<file path="src/rtl/cpu_decode.sv">
// Moxie decode stage: 16-bit words from fetch become decoded instructions for
// execute. Long form1 opcodes collect a 32-bit immediate from the next two words.
module cpu_decode #(
  parameter int unsigned PC_WIDTH = 32
) (
  input  logic                clk_i,
  input  logic                rst_i,
  input  logic                flush_i,
  input  logic                fetch_valid_i,
  input  logic [15:0]         fetch_word_i,
  input  logic [PC_WIDTH-1:0] fetch_pc_i,
  output logic                fetch_ready_o,
  output logic [3:0]          reg_read_index1_o,
  output logic [3:0]          reg_read_index2_o,
  output logic                read_enable_o,
  output logic                dec_valid_o,
  input  logic                dec_ready_i,
  output logic [1:0]          dec_form_o,
  output logic [7:0]          dec_opcode_o,
  output logic [3:0]          dec_reg_a_o,
  output logic [3:0]          dec_reg_b_o,
  output logic [31:0]         dec_imm_o,
  output logic                dec_long_o,
  output logic [PC_WIDTH-1:0] dec_pc_o
);

  typedef enum logic [1:0] {S_OP, S_IMM_HI, S_IMM_LO, S_OUT} state_t;

  state_t              r_state;
  state_t              w_next;
  logic                w_accept;
  logic                w_is_long;
  logic [1:0]          w_form;
  logic [7:0]          w_opcode;
  logic [3:0]          w_reg_a;
  logic [3:0]          w_reg_b;
  logic [31:0]         w_imm;

  logic                r_re;
  logic [1:0]          r_form;
  logic [7:0]          r_opcode;
  logic [3:0]          r_reg_a;
  logic [3:0]          r_reg_b;
  logic [31:0]         r_imm;
  logic                r_long;
  logic [PC_WIDTH-1:0] r_pc;

  // Ready is gated by reset so it reads 0 while rst_i is held low.
  assign fetch_ready_o = rst_i & ~flush_i & (r_state != S_OUT);
  assign w_accept      = fetch_valid_i & fetch_ready_o;

  always_comb begin
    w_is_long = 1'b0;
    if (!fetch_word_i[15]) begin
      case (fetch_word_i[15:8])
        8'h01, 8'h03, 8'h08, 8'h09, 8'h0C, 8'h0D, 8'h1A, 8'h1B, 8'h1D,
        8'h1F, 8'h20, 8'h22, 8'h24, 8'h36, 8'h37, 8'h38, 8'h39:
          w_is_long = 1'b1;
        default: w_is_long = 1'b0;
      endcase
    end
  end

  always_comb begin
    w_form   = '0;
    w_opcode = '0;
    w_reg_a  = '0;
    w_reg_b  = '0;
    w_imm    = '0;
    case (fetch_word_i[15:14])
      2'b10: begin
        w_form   = 2'd2;
        w_opcode = {6'b0, fetch_word_i[13:12]};
        w_reg_a  = fetch_word_i[11:8];
        w_imm    = {24'b0, fetch_word_i[7:0]};
      end
      2'b11: begin
        w_form   = 2'd3;
        w_opcode = {4'b0, fetch_word_i[13:10]};
        w_imm    = {{21{fetch_word_i[9]}}, fetch_word_i[9:0], 1'b0};
      end
      default: begin
        w_opcode = fetch_word_i[15:8];
        w_reg_a  = fetch_word_i[7:4];
        w_reg_b  = fetch_word_i[3:0];
      end
    endcase
  end

  always_comb begin
    w_next = r_state;
    if (flush_i) begin
      w_next = S_OP;
    end else begin
      case (r_state)
        S_OP:     if (w_accept) w_next = w_is_long ? S_IMM_HI : S_OUT;
        S_IMM_HI: if (w_accept) w_next = S_IMM_LO;
        S_IMM_LO: if (w_accept) w_next = S_OUT;
        S_OUT:    if (dec_ready_i) w_next = S_OP;
        default:  w_next = S_OP;
      endcase
    end
  end

  always_ff @(posedge clk_i or negedge rst_i) begin
    if (!rst_i) begin
      r_state <= S_OP;
      r_re    <= 1'b0;
    end else begin
      r_state <= w_next;
      r_re    <= (w_next == S_OUT) && (r_state != S_OUT);
    end
  end

  always_ff @(posedge clk_i or negedge rst_i) begin
    if (!rst_i) begin
      r_form   <= '0;
      r_opcode <= '0;
      r_reg_a  <= '0;
      r_reg_b  <= '0;
      r_imm    <= '0;
      r_long   <= 1'b0;
      r_pc     <= '0;
    end else if (w_accept) begin
      case (r_state)
        S_OP: begin
          r_form   <= w_form;
          r_opcode <= w_opcode;
          r_reg_a  <= w_reg_a;
          r_reg_b  <= w_reg_b;
          r_imm    <= w_is_long ? '0 : w_imm;
          r_long   <= w_is_long;
          r_pc     <= fetch_pc_i;
        end
        S_IMM_HI: r_imm[31:16] <= fetch_word_i;
        S_IMM_LO: r_imm[15:0]  <= fetch_word_i;
        default: ;
      endcase
    end
  end

  assign dec_valid_o       = (r_state == S_OUT);
  assign read_enable_o     = r_re;
  assign reg_read_index1_o = r_reg_a;
  assign reg_read_index2_o = r_reg_b;
  assign dec_form_o        = r_form;
  assign dec_opcode_o      = r_opcode;
  assign dec_reg_a_o       = r_reg_a;
  assign dec_reg_b_o       = r_reg_b;
  assign dec_imm_o         = r_imm;
  assign dec_long_o        = r_long;
  assign dec_pc_o          = r_pc;

endmodule

</file>
<file path="config.mk">
export PLATFORM = sky130hd
export DESIGN_NAME = cpu_decode
export DESIGN_NICKNAME = d
export VERILOG_FILES = /design/src/rtl/cpu_decode.sv
export SDC_FILE = /design/constraint.sdc
export NUM_CORES = 1
export LEC_CHECK = 0
export CAP_MARGIN = 20
export CORE_MARGIN = 2
export CORE_UTILIZATION = 47
export DETAILED_ROUTE_END_ITERATION = 6
export HOLD_SLACK_MARGIN = 0.03
export PLACE_DENSITY_LB_ADDON = 0.12
export SETUP_SLACK_MARGIN = 0.2
export SYNTH_ARGS = -nofsm -noshare
export SYNTH_HDL_FRONTEND = slang
export SYNTH_SLANG_ARGS = --single-unit
</file>
<file path="constraint.sdc">
create_clock -name clk_i -period 4.6 [get_ports clk_i]
set_clock_uncertainty 0.1 [all_clocks]
set_input_delay 0.92 -clock clk_i [delete_from_list [all_inputs] [get_ports clk_i]]
set_output_delay 0.92 -clock clk_i [all_outputs]
set_load 0.02 [all_outputs]
</file>
Yosys cells after proc, flatten, opt, wreduce, memory -nomap -nowiden. Memories as Yosys holds them, arrays and structs flattened. Cells that the tools add are included.

Reductions and logical operators: 9. Bitwise logic cells: 4. Mux-type cells: 17. Eq/ne operators: 7.

Operators by type and width (number): $pmux W16 S2 (2); $pmux W32 S2 (1); $mux W32 (1); $pmux W8 S2 (1); $mux W2 (6); $eq A2 B2 Y1 const B (5); $pmux W2 S4 (1); $pmux W4 S2 (1); $reduce_and A2 Y1 (3); $logic_not A2 Y1 (2); $mux W4 (1); $pmux W2 S2 (1); $reduce_bool A2 Y1 (2); $and A1 B1 Y1 (3); $eq A2 B1 Y1 const B (1); $mux W1 (2); $ne A2 B2 Y1 const B (1); $reduce_or A2 Y1 (1); $logic_and A1 B1 Y1 (1); $not A1 Y1 (1).

Output and inout bits: 94. Bits in read-only memories: 64. Bits of input ports: 53. Logic and storage cells: 48. Memories kept: 1. Register bits after elaboration: 86.

Memory list: (name not given) (depth 64, width 1, rd ports 1, clocked after Yosys merged registers in 0, wr ports 0, RTL line 55) `case (fetch_word_i[15:8])`.

Logic depth before layout (Yosys ltp). Gate-level depths: netlist of the first run.

Depth in word-level cells: 9. Gate-level depth with buffers: 7. Gate-level depth less buffers: 5.

Worst setup path after synthesis of the first run. Ideal clock, no wire load.

Kind: reg2out. Start: reg r_state[1]. End: out fetch_ready_o. Cell stages (with the launch flop): 5. Buffers on the path: 2. Required time: 3.580 ns. Setup slack: 2.089 ns. Arrival: 1.491 ns. Cells stage by stage: dfrtp_1 clkbuf_1 clkbuf_1 and2_1 nor3b_1.

Word-level cells in the longest chain between the ends: 2.

Ends and longest elaborated chain: from (decl) (RTL line 29) `state_t r_state;`; from (signal assigned) (RTL line 110) `r_state <= w_next;`; $ne A2 B2 Y1 (RTL line 49) `assign fetch_ready_o = rst_i & ~flush_i & (r_state != S_OUT);`; $and A1 B1 Y1 (RTL line 49); to (decl) (RTL line 12) `output logic fetch_ready_o,`.

No other way between the ends.

Worst setup path in the final report of the first run.
Start: in flush_i. End: out fetch_ready_o.

Word-level cells in the longest chain between the ends: 3.

Ends and longest elaborated chain: from (decl) (RTL line 8) `input logic flush_i,`; $not A1 Y1 (RTL line 49); $and A1 B1 Y1 (2 in a row) (RTL line 49).

No other way between the ends.

==> impl_metrics.yaml, run 1 <==
run_status:
  result_of_the_run: "finished clean"
power_and_ir_drop:
  vdd_drop_max_mv: 0.204
  leakage_uw: 0.00246
  powerDensity_nw_per_um2: 430
sta:
  layout_min_cycle_time_ps: 3350
  drv_slew: 0
  period_share_pct: 72.9
  finalSetupViolations: 0
  hold_violations: 0
  worst_hold_slack_ps: 292
  timing.max_slew.rel_slack_pct: 33.2
  max_freq_mhz: 298
  final_worst_setup_slack_ps: 1250
  worst_pin_slew_ps: 1000
  grt_setup_unrepaired: "false"
  setup_total_negative_slack_ps: 0
route:
  avgViaCountPerCell: 5.13
  ant_nets: 0
  drt-wirelength-per-cell_um: 14.9
  first_pass_iters: 6
  route.final.wire_length_mm: 9.89
  detailedRoute.firstIterationViolations: 181
  num_vias: 3404
  route.detailed.drc: 0
cells_and_area:
  area.growth.synth_to_final_pct: 43.3
  num_antenna_cells: 0
  nets: 609
  post_route_cells_drive_above_1_share_pct: 5.53
placed_design:
  finalWeightedCongestion: 0.751
  numPortBuffers: 146
  place_worst_setup_slack_ps: 1120
  hpwlAfterDp_mm: 6.96
cts:
  clock_pin_slew_worst_setup_and_hold_paths_ps: 90
  clkLatencyLatePin_ps: 350
  clock_tree.htree_level_count: 3
  clock_sink_count: 86
  clock_tree_from_tritoncts: "built"
  cts_buffers: 9
  ctsResizeCount: 0
  cts-hold-fix-buffers: 0
  ctsLongestPathBuffers: 2
  clock_tree.root_cell: "sky130_fd_sc_hd__clkbuf_8"
  post_cts_buffers: 0
logic_synthesis:
  synth-seq-cells: 86
  synthMostInstantiatedCell: "sky130_fd_sc_hd__nand2_1"
  synth_cells: 433
  synth-edff-count: 0
  synth.distinct_cells: 35
  netlist.top_cell.by_area: "sky130_fd_sc_hd__dfrtp_1"
  synth-main-ff-cell: "sky130_fd_sc_hd__dfrtp_1"
  ys_seq_area_share_pct: 56.2
  mappedNetlistArea_um2: 3830
  ys_async_sr_fraction_pct: 100
  post-synth-top-area-fraction_pct: 56.2
  post_synth.cell_area_avg_um2: 8.84
  yosysWarnings: 0
  synth.area.top_cells: "sky130_fd_sc_hd__dfrtp_1 (56%), sky130_fd_sc_hd__nand2_1 (14%), sky130_fd_sc_hd__a21oi_1 (5.5%)"
  mappedNetlistNets: 486
  synth_commonest_cells: "sky130_fd_sc_hd__nand2_1 (138), sky130_fd_sc_hd__dfrtp_1 (86), sky130_fd_sc_hd__a21oi_1 (42)"
setup_path:
  worst_ep_arrival_time_ps: 2330
  worst_setup_start_kind: "input port"
  rrSetupSlack_ps: 2200
  crit-reg2reg-capture: "dec_opcode_o[5]"
  worst_setup_path_startpoint: "flush_i"
  timing.critical_path.slowest_cell_delay_ps: 630
  path_cells: "clkdlybuf4s50_1 > nor3b_1 > clkdlybuf4s50_1"
  critical_path.endpoint_type: "primary output"
  crit_end: "fetch_ready_o"
  crit-reg2reg-launch: "r_state[0]"
  worst-r2r-cell-count: 4
  timing.critical_path.fanout_max: 6
  crit_required_ps: 3580
  slowest_stage: "sky130_fd_sc_hd__clkdlybuf4s50_1"
  timing.setup.critical_path_class: "in -> out"
  worst_path_most_repeated_cell: "sky130_fd_sc_hd__clkdlybuf4s50_1"
hold_path:
  holdCritPathClass: "in -> async"
die:
  core_footprint_um2: 7810
  placement_rows: 32
  die_y_um: 94.2
  initial_core_util_pct: 49.0
  fp.dieW_um: 94.2
  die_area_um2: 8880
  num_io_pins: 147
run:
  drv.max_cap_violation_count: 0
global_route:
  grt_first_pass_wirelength_mm: 16.2
  grt_start_max_net_pins: 79
  grt_remaining_overflow: 0
  number_of_global_route_vias_before_repair: 3276
  grtUsageTotal_pct: 23.2
  initial_antenna_violation_count: 0
## metal layers
layer  up-vias  share of wire (%)  GRT usage (%)
li1       1661                  -              -
met1      1614                 44           32.4
met2       123                 47           36.5
met3         6                8.2           5.78
met4         0               0.66           5.68
met5         -                  0              0
## cell families after synthesis
| family | synth area share, % |
|---|---|
| simple gates | 22.4 |
| compound gates | 14.4 |
| flops | 56.2 |
| buf+inv | 6.05 |
| xor+xnor | 0.458 |
| mux | 0.523 |
## sequential cells by signal, summed over array words and instances (netlist names)
signal         flops
dec_imm_o         32
dec_pc_o          32
dec_opcode_o       8
dec_reg_a_o        4
dec_reg_b_o        4
dec_form_o         2
r_state            2
dec_long_o         1
read_enable_o      1
## cell usage in the layout (no fill, tap or decap)
master                            Yosys  final
sky130_fd_sc_hd__a221oi_1             9      9
sky130_fd_sc_hd__nor3_2               0      1
sky130_fd_sc_hd__bufinv_16            0      1
sky130_fd_sc_hd__and2_1               3      3
sky130_fd_sc_hd__or2_2                1      1
sky130_fd_sc_hd__nor2_4               1      1
sky130_fd_sc_hd__and3_1               2      2
sky130_fd_sc_hd__nor2_1              37     37
sky130_fd_sc_hd__xnor2_1              1      1
sky130_fd_sc_hd__nand2b_2             0      1
sky130_fd_sc_hd__buf_4                8      8
sky130_fd_sc_hd__clkbuf_8             0     10
sky130_fd_sc_hd__clkinvlp_4           0      3
sky130_fd_sc_hd__nor2b_1              5      5
sky130_fd_sc_hd__clkdlybuf4s50_1      0    145
sky130_fd_sc_hd__inv_6                0      1
sky130_fd_sc_hd__a31o_2               1      1
sky130_fd_sc_hd__nor3_1               2      1
sky130_fd_sc_hd__a21o_1               1      1
sky130_fd_sc_hd__o31ai_1              3      3
sky130_fd_sc_hd__xor2_1               1      1
sky130_fd_sc_hd__o211ai_1             1      1
sky130_fd_sc_hd__nor3_4               1      1
sky130_fd_sc_hd__dfrtp_1             86     86
sky130_fd_sc_hd__mux2i_1              2      2
sky130_fd_sc_hd__or3_1                1      1
sky130_fd_sc_hd__nor3b_1              2      2
sky130_fd_sc_hd__nand3b_1             6      6
sky130_fd_sc_hd__nor4_1               2      2
sky130_fd_sc_hd__o21ai_0             20     20
sky130_fd_sc_hd__inv_1                9      9
sky130_fd_sc_hd__a21oi_1             42     42
sky130_fd_sc_hd__clkinv_4             0      1
sky130_fd_sc_hd__a211oi_1             1      1
sky130_fd_sc_hd__a2111oi_4            1      1
sky130_fd_sc_hd__o22ai_1              7      7
sky130_fd_sc_hd__a2bb2oi_1            4      4
sky130_fd_sc_hd__nand2_1            138    138
sky130_fd_sc_hd__nor4b_1              1      1
## report_power, final
group / total (uW) / switching, uW / internal [uW]
Clock: 550 / 282 / 269
Combinational: 820 / 429 / 391
Sequential: 990 / 87.1 / 903
Total: 2360 / 797 / 1560
## final cells by class
type                            count  area [um2]
Inverter                            9        33.8
Multi-Input combinational cell    297        1450
Clock inverter                      6        70.1
Timing Repair Buffer              153        1510
Fill cell                         619        2320
Clock buffer                       10         138
Tap cell                          102         128
Sequential cell                    86        2150
## how the worst min path moves through the flow
stage                          from               to  slack, ps  cells after the start
floorplan                r_state[0]       r_state[0]        470                      1
finish                        rst_i      dec_pc_o[0]        290                      1
global placement    dec_opcode_o[6]  dec_opcode_o[6]        350                      2
CTS                           rst_i      dec_pc_o[0]        280                      1
global route                  rst_i      dec_pc_o[0]        280                      1
detailed placement     dec_pc_o[25]     dec_pc_o[25]        360                      2
## worst max-delay path, delay by kind of cell
kind	cells	cell delay [ps]
buffers and inverters	2	1170
AND/OR/NAND/NOR	1	240
## metrics by stage
step | cells | cell area (um2) | utilization [%] | total power (uW)
floorplan | 433 | 3830 | - | 1400
global placement | 647 | 5280 | 67.6 | 1810
finish | 663 | 5480 | 70.2 | 2360
detailed placement | 647 | 5280 | 67.6 | 1830
global route | 663 | 5480 | 70.2 | 2490
CTS | 663 | 5480 | 70.2 | 2380
No activity file was read; power rests on OpenSTA's default activity.
==> inputs of run 2 (changes only) <==
--- a/config.mk
+++ b/config.mk
@@ -7,7 +7,7 @@
 export LEC_CHECK = 0
 export CAP_MARGIN = 20
 export CORE_MARGIN = 2
-export CORE_UTILIZATION = 47
+export CORE_UTILIZATION = 44
 export DETAILED_ROUTE_END_ITERATION = 6
 export HOLD_SLACK_MARGIN = 0.03
 export PLACE_DENSITY_LB_ADDON = 0.12
==> constraint.sdc (replaced) <==
create_clock -name clk_i -period 3.3 [get_ports clk_i]
set_clock_uncertainty 0.1 [all_clocks]
set_input_delay 0.66 -clock clk_i [delete_from_list [all_inputs] [get_ports clk_i]]
set_output_delay 0.66 -clock clk_i [all_outputs]
set_load 0.02 [all_outputs]
==> run 2 against run 1 <==
Compared with the run above: sequential share of layout area decreased by 0.39 points; first-iteration DRC count decreased by 31%; non-clock buffer count increased by 6; wire length decreased by 0.66%; via count increased by 0.44%; die area increased by 6.5%; clock power increased by 36%; utilization decreased by 5.8 points; register-to-register slack got worse by 750 ps; highest routed layer unchanged.
==> impl_metrics.yaml, run 2 (synthesis results as in run 1) <==
run_status:
  result_of_the_run: "finished clean"
sta:
  final_worst_setup_slack_ps: 469
  layout_min_cycle_time_ps: 2830
  max_freq_mhz: 353
  setup_total_negative_slack_ps: 0
  worst_pin_slew_ps: 895
  timing.max_slew.rel_slack_pct: 40.3
  period_share_pct: 85.8
  grt_setup_unrepaired: "false"
  finalSetupViolations: 0
  hold_violations: 0
  worst_hold_slack_ps: 69.6
  drv_slew: 0
placed_design:
  place_worst_setup_slack_ps: 462
  numPortBuffers: 146
  hpwlAfterDp_mm: 6.91
  finalWeightedCongestion: 0.800
global_route:
  grt_start_max_net_pins: 74
  grt_remaining_overflow: 0
  initial_antenna_violation_count: 0
  grtUsageTotal_pct: 21.2
  grt_first_pass_wirelength_mm: 16.5
  number_of_global_route_vias_before_repair: 3229
die:
  die_area_um2: 9460
  num_io_pins: 147
  core_footprint_um2: 8590
  die_y_um: 97.3
  fp.dieW_um: 97.3
  initial_core_util_pct: 44.5
  placement_rows: 34
cells_and_area:
  layout.area.seq_um2: 2150
  utilization_pct: 64.5
  multi_input_comb_area_um2: 1450
  nets: 615
  area.growth.synth_to_final_pct: 44.7
  leading_cell_type_in_the_layout_fill_and_taps_excluded: "sky130_fd_sc_hd__clkdlybuf4s50_1"
  post_route_cells_drive_above_1_share_pct: 6.35
  final.fill_count: 757
  mostFrequentLayoutCells: "sky130_fd_sc_hd__clkdlybuf4s50_1 (145), sky130_fd_sc_hd__nand2_1 (138), sky130_fd_sc_hd__dfrtp_1 (86)"
  num_antenna_cells: 0
cts:
  clock_tree.htree_level_count: 3
  clkLatencyLatePin_ps: 350
  clock_tree.root_cell: "sky130_fd_sc_hd__clkbuf_8"
  clock_sink_count: 86
  ctsLongestPathBuffers: 2
  ctsResizeCount: 0
  post_cts_buffers: 0
  cts-hold-fix-buffers: 0
  clock_pin_slew_worst_setup_and_hold_paths_ps: 90
  cts_buffers: 9
  clock_tree_from_tritoncts: "built"
hold_path:
  holdCritPathClass: "in -> async"
setup_path:
  worst_ep_arrival_time_ps: 2070
  timing.critical_path.slowest_cell_delay_ps: 630
  path_cells: "clkdlybuf4s50_1 > nor3b_1 > clkdlybuf4s50_1"
  timing.setup.critical_path_class: "in -> out"
  worst_path_most_repeated_cell: "sky130_fd_sc_hd__clkdlybuf4s50_1"
  crit_required_ps: 2540
  crit-reg2reg-launch: "r_state[0]"
  worst_setup_start_kind: "input port"
  worst_setup_path_startpoint: "flush_i"
  timing.critical_path.fanout_max: 6
  slowest_stage: "sky130_fd_sc_hd__clkdlybuf4s50_1"
  critical_path.endpoint_type: "primary output"
power_and_ir_drop:
  vdd_drop_max_mv: 0.296
  leakage_uw: 0.00249
  totalPowerFinal_uw: 3270
  powerDensity_nw_per_um2: 591
route:
  avgViaCountPerCell: 5.07
  first_pass_iters: 5
  route.final.wire_length_mm: 9.82
  detailedRoute.firstIterationViolations: 124
  drt-wirelength-per-cell_um: 14.6
  num_vias: 3419
  ant_nets: 0
  route.detailed.drc: 0
run:
  drv.max_cap_violation_count: 0
-- run 2: final timing paths --
path	to	slack, ps	cells past startpoint
worst max-delay path	fetch_ready_o	470	3
worst min-delay path	dec_long_o	70	1
worst max register to register	dec_pc_o[28]	1450	5
worst min register to register	dec_opcode_o[6]	370	2
max in group asynchronous	dec_pc_o[16]	1860	2
min in group clk_i	dec_opcode_o[6]	370	2
-- run 2: power by group --
part,internal [uW],switching (uW),leakage (uW)
registers,1260,119,0.00107
logic,551,598,0.00132
clock network,356,393,0.0000895
total,2170,1110,0.00249
-- run 2: per-stage QoR --
step                area [um2]  cells
global placement          5340    659
finish                    5540    675
floorplan                 3830    433
detailed placement        5340    659
global route              5540    675
CTS                       5540    675
-- run 2: critical path, delay by kind of cell --
kind | cells | cell delay [ps]
buffers and inverters | 2 | 1170
AND/OR/NAND/NOR | 1 | 240
-- run 2: final cells by class --
cell class              instances  share of cell area, %
clock buffers                  10                   2.30
clock inverters                 6                   1.26
inverters                       9                  0.610
multi-input cells             297                   26.2
flip-flops and latches         86                   38.9
well taps                     108                   2.44
repair buffers                159                   28.3
-- run 2: metal layers --
layer | wire, um | vias to the layer above | GRT usage (%)
li1 | - | 1673 | -
met1 | 4660 | 1620 | 31.9
met2 | 4400 | 114 | 31.3
met3 | 637 | 12 | 4.96
met4 | 129 | 0 | 5.45
met5 | 0 | - | 0
==> inputs of run 3 (changes only) <==
--- a/config.mk
+++ b/config.mk
@@ -7,7 +7,7 @@
 export LEC_CHECK = 0
 export CAP_MARGIN = 20
 export CORE_MARGIN = 2
-export CORE_UTILIZATION = 44
+export CORE_UTILIZATION = 40
 export DETAILED_ROUTE_END_ITERATION = 6
 export HOLD_SLACK_MARGIN = 0.03
 export PLACE_DENSITY_LB_ADDON = 0.12
==> constraint.sdc (replaced) <==
create_clock -name clk_i -period 2.4 [get_ports clk_i]
set_clock_uncertainty 0.1 [all_clocks]
set_input_delay 0.48 -clock clk_i [delete_from_list [all_inputs] [get_ports clk_i]]
set_output_delay 0.48 -clock clk_i [all_outputs]
set_load 0.02 [all_outputs]
==> run 3 against run 2 <==
Compared with the run above: cell area is 2.2% higher; sequential share of layout area fell by 0.83 points; largest cell class unchanged; clock-buffer cell count stayed put; highest routed layer unchanged; clock power is 27% higher.
==> impl_metrics.yaml, run 3 (synthesis results as in run 1) <==
placed_design:
  finalWeightedCongestion: 0.812
  numPortBuffers: 146
  dp_cells: 692
  hpwlAfterDp_mm: 7.56
die:
  placement_rows: 35
  core_footprint_um2: 9280
  initial_core_util_pct: 41.2
  die_area_um2: 10400
  fp.dieW_um: 102
  die_y_um: 102
  num_io_pins: 147
cts:
  clock_pin_slew_worst_setup_and_hold_paths_ps: 90
  clock_tree_from_tritoncts: "built"
  ctsLongestPathBuffers: 2
  clock_tree.htree_level_count: 3
  clock_sink_count: 86
  post_cts_buffers: 0
  clkLatencyLatePin_ps: 340
  cts_buffers: 9
  clock_tree.root_cell: "sky130_fd_sc_hd__clkbuf_8"
setup_path:
  critPathBufInv: 1
  crit_required_ps: 1820
  path_cells: "clkdlybuf4s50_1"
  timing.critical_path.slowest_cell_delay_ps: 640
  critical_path.endpoint_type: "primary output"
  timing.setup.critical_path_class: "reg -> out"
  timing.critical_path.fanout_max: 3
  worst_ep_arrival_time_ps: 1400
  worst_setup_start_kind: "flop"
  slowest_stage: "sky130_fd_sc_hd__clkdlybuf4s50_1"
  crit_family: "buffers and inverters"
sta:
  drv_slew: 0
  period_share_pct: 82.5
  grt_setup_unrepaired: "false"
  hold_violations: 0
  finalSetupViolations: 0
  worst_pin_slew_ps: 866
  layout_min_cycle_time_ps: 1980
  max_freq_mhz: 505
  setup_total_negative_slack_ps: 0
  worst_hold_slack_ps: 57.2
  timing.max_slew.rel_slack_pct: 42.3
cells_and_area:
  nets: 628
  post_route_cells_drive_above_1_share_pct: 8.79
  mostFrequentLayoutCells: "sky130_fd_sc_hd__clkdlybuf4s50_1 (143), sky130_fd_sc_hd__nand2_1 (138), sky130_fd_sc_hd__dfrtp_1 (85)"
  num_antenna_cells: 0
  instances_no_fill: 709
  area.growth.synth_to_final_pct: 48.0
  leading_cell_type_in_the_layout_fill_and_taps_excluded: "sky130_fd_sc_hd__clkdlybuf4s50_1"
global_route:
  grt_start_max_net_pins: 69
  initial_antenna_violation_count: 0
  number_of_global_route_vias_before_repair: 3249
  grt_remaining_overflow: 0
  grtUsageTotal_pct: 20.4
  grt_first_pass_wirelength_mm: 16.7
route:
  route.detailed.drc: 0
  first_pass_iters: 4
  detail_route.wirelength.met1_mm: 5.04
  avgViaCountPerCell: 4.89
  top_signal_layer_used: "met4"
  detailedRoute.firstIterationViolations: 136
  routed-wl-met3_um: 694
  met2WireLength_mm: 4.72
  route.final.wire_length_mm: 10.5
  num_vias: 3465
  drt-wirelength-per-cell_um: 14.9
  ant_nets: 0
run_status:
  result_of_the_run: "finished clean"
power_and_ir_drop:
  leakage_uw: 0.00257
  vdd_drop_max_mv: 0.361
  powerDensity_nw_per_um2: 786
run:
  drv.max_cap_violation_count: 0
hold_path:
  holdCritPathClass: "in -> async"
==> run 3: report_power, final <==
part           switching, uW  internal, uW  total (uW)  leakage (uW)
logic                    831           772        1600       0.00141
registers                169          1730        1900       0.00107
clock network            537           410         947     0.0000889
total                   1540          2910        4450       0.00257
==> run 3: final cells by class <==
class	count	area, um2
clock inverter	6	46.3
multi-input combinational	297	1450
fill	856	3620
clock buffer	10	138
timing repair buffer	172	1680
tap	129	161
inverter	9	33.8
sequential	86	2150
==> run 3: timing repair <==
item | CTS | global route
endpoints found under the setup margin | 2 | 2
hold endpoints to repair | 1 | 0
gates cloned | 0 | 0
hold buffers | 1 | 0
gates resized for setup | 2 | 4
==> run 3: routing by layer <==
layer,GRT usage (%),up-vias
li1,-,1699
met1,31.0,1632
met2,29.7,126
met3,3.76,8
met4,6.67,0
met5,0,-
==> run 3: final timing paths <==
kind,from,endpoint,slack [ps],cells after the start
worst max-delay path,dec_reg_a_o[1],dec_reg_a_o[1],420,1
worst min-delay path,rst_i,dec_long_o,60,2
worst max register to register,r_state[1],dec_reg_a_o[2],650,4
worst min register to register,dec_opcode_o[6],dec_opcode_o[6],380,2
max in group asynchronous,rst_i,dec_pc_o[8],1310,2
min in group clk_i,dec_opcode_o[6],dec_opcode_o[6],380,2
==> run 3: stage by stage <==
step | power [uW] | worst slack, ps | cell area, um2 | utilization (%)
finish | 4450 | 421 | 5660 | 61.0
global route | 4700 | 297 | 5660 | 61.0
CTS | 4510 | 216 | 5660 | 61.0
detailed placement | 3550 | 79.9 | 5470 | 58.9
global placement | 3510 | 110 | 5470 | 58.9
floorplan | 2680 | 329 | 3830 | -
